### config.mk
export PLATFORM = sky130hd
export DESIGN_NAME = run_monitor
export DESIGN_NICKNAME = d
export VERILOG_FILES = /design/src/rtl/run_monitor_pkg.sv /design/src/rtl/run_monitor_dump.sv /design/src/rtl/run_monitor.sv
export SDC_FILE = /design/constraint.sdc
export NUM_CORES = 1
export LEC_CHECK = 0
export CORE_MARGIN = 1
export CORE_UTILIZATION = 29
export CTS_CLUSTER_DIAMETER = 100
export DETAILED_ROUTE_END_ITERATION = 8
export GPL_TIMING_DRIVEN = 0
export HOLD_SLACK_MARGIN = 0.15
export PLACE_DENSITY = 0.64
export SETUP_SLACK_MARGIN = 0.3
export SLEW_MARGIN = 20
export SYNTH_ARGS = -nofsm -noshare
export SYNTH_HDL_FRONTEND = slang
export SYNTH_SLANG_ARGS = --single-unit
### constraint.sdc
create_clock -name clk -period 2.14 [get_ports clk]
set_input_delay 0.642 -clock clk [delete_from_list [all_inputs] [get_ports clk]]
set_output_delay 0.642 -clock clk [all_outputs]
set_load 0.005 [all_outputs]
### src/rtl/run_monitor_pkg.sv
// Purpose: shared FSM state encoding, counter width and saturating increment for run_monitor.
// Latency: none, declarations only.
// Backpressure: none.
package run_monitor_pkg;

   localparam int CNT_W = 32;

   typedef enum logic [1:0] {
      ST_HOLD = 2'd0,
      ST_RUN  = 2'd1,
      ST_DUMP = 2'd2,
      ST_DONE = 2'd3
   } state_t;

   // Counters stick at all-ones instead of wrapping.
   function automatic logic [CNT_W-1:0] sat_inc(input logic [CNT_W-1:0] value);
      return (value == {CNT_W{1'b1}}) ? value : value + CNT_W'(1);
   endfunction

endpackage

### src/rtl/run_monitor_dump.sv
// Purpose: issues data-memory reads 0..DUMP_WORDS-1 and presents each word through one output register.
// Latency: read issued in cycle t, word captured at the end of t+1, visible as valid from t+2.
// Backpressure: valid/data hold until ready; a read is issued only when the register is empty or being accepted.
module run_monitor_dump
   import run_monitor_pkg::*;
#(
   parameter int DATA_W     = 32,
   parameter int DUMP_WORDS = 64
) (
   input  logic                          clk,
   input  logic                          reset,
   input  logic                          enable,
   input  logic [DATA_W-1:0]             rdata,
   input  logic                          ready,
   output logic                          rd_en,
   output logic [$clog2(DUMP_WORDS)-1:0] addr,
   output logic                          valid,
   output logic [DATA_W-1:0]             data,
   output logic                          last_accept
);

   localparam int AW = $clog2(DUMP_WORDS);

   logic          issued_all;
   logic          pend;
   logic [AW-1:0] acc_cnt;
   logic          accept;
   logic          take;

   // A read still in flight always finds room: reads are only issued when the register
   // frees up, and while a landed word waits no new read is issued, so the memory keeps
   // presenting it on rdata until the register can take it.
   assign accept      = valid && ready;
   assign take        = pend && (!valid || ready);
   assign rd_en       = enable && !issued_all && (!valid || ready);
   assign last_accept = accept && (acc_cnt == AW'(DUMP_WORDS - 1));

   // Read address walk, in-flight tracking, output register and accepted-word count.
   always_ff @(posedge clk) begin
      if (reset) begin
         addr       <= '0;
         issued_all <= 1'b0;
         pend       <= 1'b0;
         acc_cnt    <= '0;
         valid      <= 1'b0;
         data       <= '0;
      end else begin
         if (rd_en) begin
            if (addr == AW'(DUMP_WORDS - 1)) begin
               issued_all <= 1'b1;
            end else begin
               addr <= addr + AW'(1);
            end
         end
         pend <= rd_en || (pend && !take);
         if (take) begin
            valid <= 1'b1;
            data  <= rdata;
         end else if (accept) begin
            valid <= 1'b0;
         end
         if (accept) begin
            acc_cnt <= acc_cnt + AW'(1);
         end
      end
   end

endmodule

### src/rtl/run_monitor.sv
// Purpose: CPU run supervisor - reset hold, run until halt store (or cycle budget when RUN_MONITOR_TIMEOUT_EN is defined), then dump data memory.
// Latency: halt store moves to DUMP on the next edge; first dump word is valid two edges after DUMP entry.
// Backpressure: dump_valid/dump_data hold until dump_ready; one word per cycle while dump_ready stays high.
module run_monitor
   import run_monitor_pkg::*;
#(
   parameter int                DATA_W     = 32,
   parameter int                ADDR_W     = 32,
   parameter int                RST_CYCLES = 1,
   parameter int                MAX_CYCLES = 210,
   parameter logic [ADDR_W-1:0] HALT_ADDR  = 'hFC,
   parameter int                DUMP_WORDS = 64
) (
   input  logic                          clk,
   input  logic                          reset,
   output logic                          cpu_reset,
   input  logic                          write_enable,
   input  logic [ADDR_W-1:0]             address_to_mem,
   input  logic [DATA_W-1:0]             data_to_mem,
   output logic                          dump_rd_en,
   output logic [$clog2(DUMP_WORDS)-1:0] dump_addr,
   input  logic [DATA_W-1:0]             dump_rdata,
   output logic                          dump_valid,
   output logic [DATA_W-1:0]             dump_data,
   input  logic                          dump_ready,
   output logic                          done,
   output logic                          halted,
   output logic                          timed_out,
   output logic [DATA_W-1:0]             halt_code,
   output logic [CNT_W-1:0]              cycle_count,
   output logic [CNT_W-1:0]              store_count
);

   localparam int HOLD_W = (RST_CYCLES > 1) ? $clog2(RST_CYCLES) : 1;

   // Out-of-range configurations are rejected while elaborating.
   if (RST_CYCLES < 1 || MAX_CYCLES < 1 || DUMP_WORDS < 2) begin : g_bad_params
      $error("run_monitor: RST_CYCLES, MAX_CYCLES must be >= 1 and DUMP_WORDS >= 2");
   end

   state_t            state;
   logic [HOLD_W-1:0] hold_cnt;
   logic              halt_store;
   logic              budget_hit;
   logic              dump_en;
   logic              last_accept;

   assign halt_store = write_enable && (address_to_mem == HALT_ADDR);
   assign dump_en    = (state == ST_DUMP);

`ifdef RUN_MONITOR_TIMEOUT_EN
   logic timeout_q;

   // The last budgeted RUN cycle is the one entered with MAX_CYCLES-1 cycles already counted.
   assign budget_hit = (cycle_count == CNT_W'(MAX_CYCLES - 1));
   assign timed_out  = timeout_q;

   // Budget expiry flag; a halt store in the same cycle takes precedence.
   always_ff @(posedge clk) begin
      if (reset) begin
         timeout_q <= 1'b0;
      end else if (state == ST_RUN && budget_hit && !halt_store) begin
         timeout_q <= 1'b1;
      end
   end
`else
   assign budget_hit = 1'b0;
   assign timed_out  = 1'b0;
`endif

   // Sequencer HOLD -> RUN -> DUMP -> DONE with registered status outputs and run counters.
   always_ff @(posedge clk) begin
      if (reset) begin
         state       <= ST_HOLD;
         hold_cnt    <= '0;
         cpu_reset   <= 1'b1;
         done        <= 1'b0;
         halted      <= 1'b0;
         halt_code   <= '0;
         cycle_count <= '0;
         store_count <= '0;
      end else begin
         case (state)
            ST_HOLD: begin
               if (hold_cnt == HOLD_W'(RST_CYCLES - 1)) begin
                  state     <= ST_RUN;
                  cpu_reset <= 1'b0;
               end else begin
                  hold_cnt <= hold_cnt + HOLD_W'(1);
               end
            end
            ST_RUN: begin
               cycle_count <= sat_inc(cycle_count);
               if (write_enable) begin
                  store_count <= sat_inc(store_count);
               end
               if (halt_store) begin
                  halted    <= 1'b1;
                  halt_code <= data_to_mem;
                  state     <= ST_DUMP;
                  cpu_reset <= 1'b1;
               end else if (budget_hit) begin
                  state     <= ST_DUMP;
                  cpu_reset <= 1'b1;
               end
            end
            ST_DUMP: begin
               if (last_accept) begin
                  state <= ST_DONE;
                  done  <= 1'b1;
               end
            end
            default: begin
               state <= ST_DONE;
            end
         endcase
      end
   end

   run_monitor_dump #(
      .DATA_W     (DATA_W),
      .DUMP_WORDS (DUMP_WORDS)
   ) u_dump (
      .clk         (clk),
      .reset       (reset),
      .enable      (dump_en),
      .rdata       (dump_rdata),
      .ready       (dump_ready),
      .rd_en       (dump_rd_en),
      .addr        (dump_addr),
      .valid       (dump_valid),
      .data        (dump_data),
      .last_accept (last_accept)
   );

endmodule

# == Word level (Yosys, flattened, before mapping) ==
# Index checks and enable logic that the tools add are counted.
# totals
out_inout_bits,140
latchBits,0
ramBits,0
romBits,0
reg_bits,149
mem_count,0
elab_cells,65
inputBits,100
# classes
add_sub_neg,5
shift,0
mux,10
n_div,0
eq_ne,10
reduce_logical,23
multipliers,0
order_cmp,0
n_bitwise,3
# ops
op,n
$add A32 B1 Y32 const B,2
$eq A32 B32 Y1 const B,2
$eq A32 B8 Y1 const B,1
$add A6 B1 Y6 const B,2
$eq A6 B6 Y1 const B,2
$reduce_and A2 Y1,5
$reduce_and A3 Y1,3
$logic_and A1 B1 Y1,7
$mux W2,3
$ne A2 B2 Y1 const B,3
$pmux W2 S3,1
$mux W1,5
$reduce_bool A2 Y1,2
$logic_not A1 Y1,3
$not A1 Y1,3
$eq A2 B1 Y1 const B,1
$eq A2 B2 Y1 const B,1
$logic_not A2 Y1,1
$logic_or A1 B1 Y1,2
$pmux W1 S2,1
$add A1 B1 Y1 const B,1

# == Logic depth before layout (Yosys ltp) ==
# depth
word_depth,6
ltp_mapped,8
depth_no_buf,6

# == By module ==
# From an unflattened synthesis, not the netlist that was laid out.
# unflattened
cells_unflattened,769
hier_area_um2,6525.0
# modules_own_cells
module,cells_per_inst,area_per_inst_um2,n_inst,seq_area_each_um2
run_monitor,552,4754.6,1,2021.9
run_monitor_dump,217,1770.4,1,940.9

# == Least setup slack after synthesis ==
# No wires, ideal clock.
# synth_timing
path_kind,in2reg
start,input address_to_mem[18]
end,register halt_code[10]
t_required_ns,2.012
n_path_buf,2
setup_ns,0.128
setup_slack_ns,0.020
path_stages,7
arrival_ns,1.993
cell_sequence,nor4_1 > nand3_1 > nor4_1 > buf_2 > buf_2 > mux2i_1 > nor2_1
# synth_via
elab_chain_len,3
# synth_rtl
item,line,source
"start, declared",run_monitor.sv:18,"input logic [ADDR_W-1:0] address_to_mem,"
$eq A32 B8 Y1,run_monitor.sv:48,assign halt_store = write_enable && (address_to_mem == HALT_ADDR);
$logic_and A1 B1 Y1,run_monitor.sv:48,
$reduce_and A2 Y1 (no line),--,
"end signal, assigned",run_monitor.sv:99,halt_code <= data_to_mem;
"end, declared",run_monitor.sv:29,"output logic [DATA_W-1:0] halt_code,"
# No other way between the ends.
# A chain may end at the register's enable or synchronous reset.

# == Worst setup path after layout ==
# layout_timing
start,input address_to_mem[17]
end,register halt_code[14]
# Same word-level chain as after synthesis.

==> results.md <==
* Fin cells at approximately 1,400
* Pwr Total at 6.29 mW
* FFs w/ async S/R, synth at 0%
* Starting density of the core at 29.8%
* Mapped cell area at 6320 um2
* Most common cell after layout, fill and taps aside: dlygate4sd2_1
* Worst Clk Skew at between 0.01 and 0.015 ns
* Post-synth top area share at a little under half
* Yosys cell types at 52
* Die height at around 150 um
* Max IR drop VDD at about 0.50 mV
* Sw Share at 21.4%
* Part of the cycle the worst path needs at 102%
* Hold Buf Count CTS at 0
* Final instance area at between 10,000 and 15,000 um2
* Std-Cell Core Area at about 21,000 um2
* CTS clock-pin slew for the worst setup and hold paths at approximately 0.060 ns
* Bufs on Longest Clock Path at 2
* Clock power share at 50.7%
* Half-perimeter wire length after placement at between 10,000 and 15,000 um
* Req. time, crit path at 2.44 ns
* DIE AREA at 22,400 um2
* Gate power share at under 10%
* Cell Rows at 53
* Post-DP Area at ~9000 um2
* WL per Instance at around 16 um
* Crit path time final at between 2 and 2.5 ns
* Worst hold slack at between 0.4 and 0.5 ns
* Initial DRT Pass Iterations at 5
* Total placed cells including tap cells at about 1,200
* Ys Warns at 0
* Clock root buffer: clkbuf_16
* Io pins at between 200 and 250
* Status: complete, but fails checks
* Failing checks: negative setup slack
* Critical path class: in -> reg
* Share of layout cells above drive strength 1 at between 30 and 40%
* Layout area overhead at 79.7%
* Post-synth EDFFs at 0
* Sequential share of the synthesized area at a little under half
* DR iter-0 viols at approximately 260
* Pleak at roughly 4.6 nW
* Reg power frac at 43.5%
* CTS tree: yes
* Vias in the first global route at roughly 6,500
* Hold crit path type: reg -> reg
* Most frequent cells in the layout: 154 x dlygate4sd2_1, 92 x nand2_1, 79 x nor2_1
* Clk_lat worst skew at approximately 0.42 ns
* # diodes at 0
* Worst-Margin Slew at between 0.6 and 0.7 ns
* DIE WIDTH at ~150 um
* Initial antenna violation count at 1
* Max frequency at 458 MHz
* IO Port Bufs at between 200 and 250
* Fin Setup TNS at -0.385 ns
* Power Density at 554 nW/um2
* Final Hold Viols at 0
* CTS Sinks at around 150
* Global-route wire length before repair at ~34,000 um
* Antenna viol nets, final at 0
* Overall routing resource usage at 19.6%
* # Max-Cap Violations at 0
* P_int at between 4 and 5 mW
* Syn_area_per_cell at between 8 and 9 um2
* Psw at approximately 1.3 mW
* NumNets Final at 1,183
* DRC violations left at 0
* Final Setup Violations at 21
* WP data arrival at between 2 and 2.5 ns
* Yosys top cell by area: dfxtp_1
* Maximum number of pins on one net before global-route repair at 17
* Ys flop type: dfxtp_1
* Final WL at around 22,000 um
* CTS Buf Count at 17
* Setup WS post-layout at -0.0438 ns
* Gate Count Post-Synth at between 700 and 800
* RSZ-0062 raised after global routing: yes
* Grt ovf at 0
* Max-slew headroom at 57.6%
* Worst setup SP type: primary input
* Detailed-route via count at a little under 7,000
* Synth Net Count at around 840
* Fillers at 1,989
* Vias/cell at about 5.0
* Final GP Congestion at 0.786
* FF+latch count, synth at ~150
* Slew Viols, Final at 0
* H-tree level count at 4
* Worst setup EP type: flip-flop
* Largest cells by area after synthesis: dfxtp_1 47%, a21oi_1 6.3%, nand2_1 5.5%
* Critical Path Fanout Max at 5
[final cells by class]
class | instances | area, um2 | share of cell area (%)
flip-flops and latches | 148 | 3150 | 27.7
well taps | 275 | 344 | 3.03
plain buffers | 38 | 268 | 2.36
repair buffers | 328 | 3080 | 27.1
multi-input cells | 534 | 3850 | 33.9
clock buffers | 22 | 464 | 4.09
inverters | 12 | 45.0 | 0.397
clock inverters | 9 | 153 | 1.34
[final timing paths]
check,start,end,slack (ns),cells past startpoint
max,address_to_mem[17],halt_code[14],-0.04,10
max reg2reg,state[0],halt_code[14],0.03,10
min,u_dump.data[13],u_dump.data[13],0.45,2
min reg2reg,u_dump.data[13],u_dump.data[13],0.45,2
[worst max-delay path, cell delays in order]
cell and delay [ns]:
clkdlybuf4s50_1 0.44, nor4_4 0.15, nand3_2 0.19, nor4_4 0.29, buf_4 0.17, buf_12 0.11, buf_12 0.11, buf_12 0.12
mux2i_2 0.20, nor2_1 0.05
[per-stage QoR]
stage | utilization (%) | worst slack, ns
CTS | 51.1 | -0.0112
floorplan | - | 0.163
global route | 53.5 | -0.143
detailed placement | 43.5 | -1.41
finish | 53.5 | -0.0438
global placement | 43.5 | -1.37
[layer usage]
layer  track usage (%)  routed length, um  share of wire (%)
met5                 0                 13              0.058
met3              7.80               1920                8.6
met1              22.5               8970                 40
met2              33.1              11000                 50
met4              6.07                310                1.4
[flip-flops by register name, indices dropped and copies added, names as in the netlist, named ones only]
register / cells
u_dump.issued_all: 1
u_dump.data: 32
u_dump.acc_cnt: 6
cpu_reset: 1
u_dump.valid: 1
halt_code: 32
u_dump.addr: 6
halted: 1
store_count: 32
done: 1
cycle_count: 32
state: 2
[power groups by stage]
stage / sequential, mW / combinational (mW) / clock (mW)
floorplan: 2.84 / 0.0877 / 0
global placement: 2.84 / 0.330 / 0
detailed placement: 2.84 / 0.332 / 0
CTS: 2.74 / 0.355 / 3.26
global route: 2.73 / 0.397 / 3.40
finish: 2.73 / 0.370 / 3.19
[cells in the mapped netlist (2+ instances only)]
library cell and number:
or3_1 31, nor4_4 2, nor2b_1 4, or4_1 13, and4_1 6, buf_4 2, o311ai_0 2, nand4_2 2
nand3_1 31, a21oi_1 79, o2111ai_1 2, nor4_1 10, mux2i_1 33, and3_1 4, o31ai_4 2, o31ai_1 13
a31oi_1 2, nor4bb_1 2, xor2_1 11, o21ai_0 32, nand4_1 16, nor2_1 82, and2_1 6, o211ai_1 4
inv_1 12, clkbuf_1 27, a211oi_1 4, xnor2_1 15, buf_2 8, ha_1 4, nand3b_1 2, mux2_2 4
or2_2 2, dfxtp_1 148, nor4_2 2, nand2_1 93, nor3_1 5
[repair_timing]
item	CTS	global route
gates resized for setup	369	103
setup endpoints to repair	275	138
buffers inserted	63	23
cloned	5	0
endpoints found under the hold margin	0	0
pin swaps	92	61
[cell families after synthesis]
family / Yosys count / synth area share, %
buf+inv: 50 / 3.37
mux: 37 / 5.94
fa+ha+maj: 4 / 0.792
simple gates: 321 / 25.9
flops: 148 / 46.9
xor+xnor: 26 / 3.61
compound gates: 145 / 13.4
other cells: 1 / 0.0594
(Power assumes the default switching activity.)
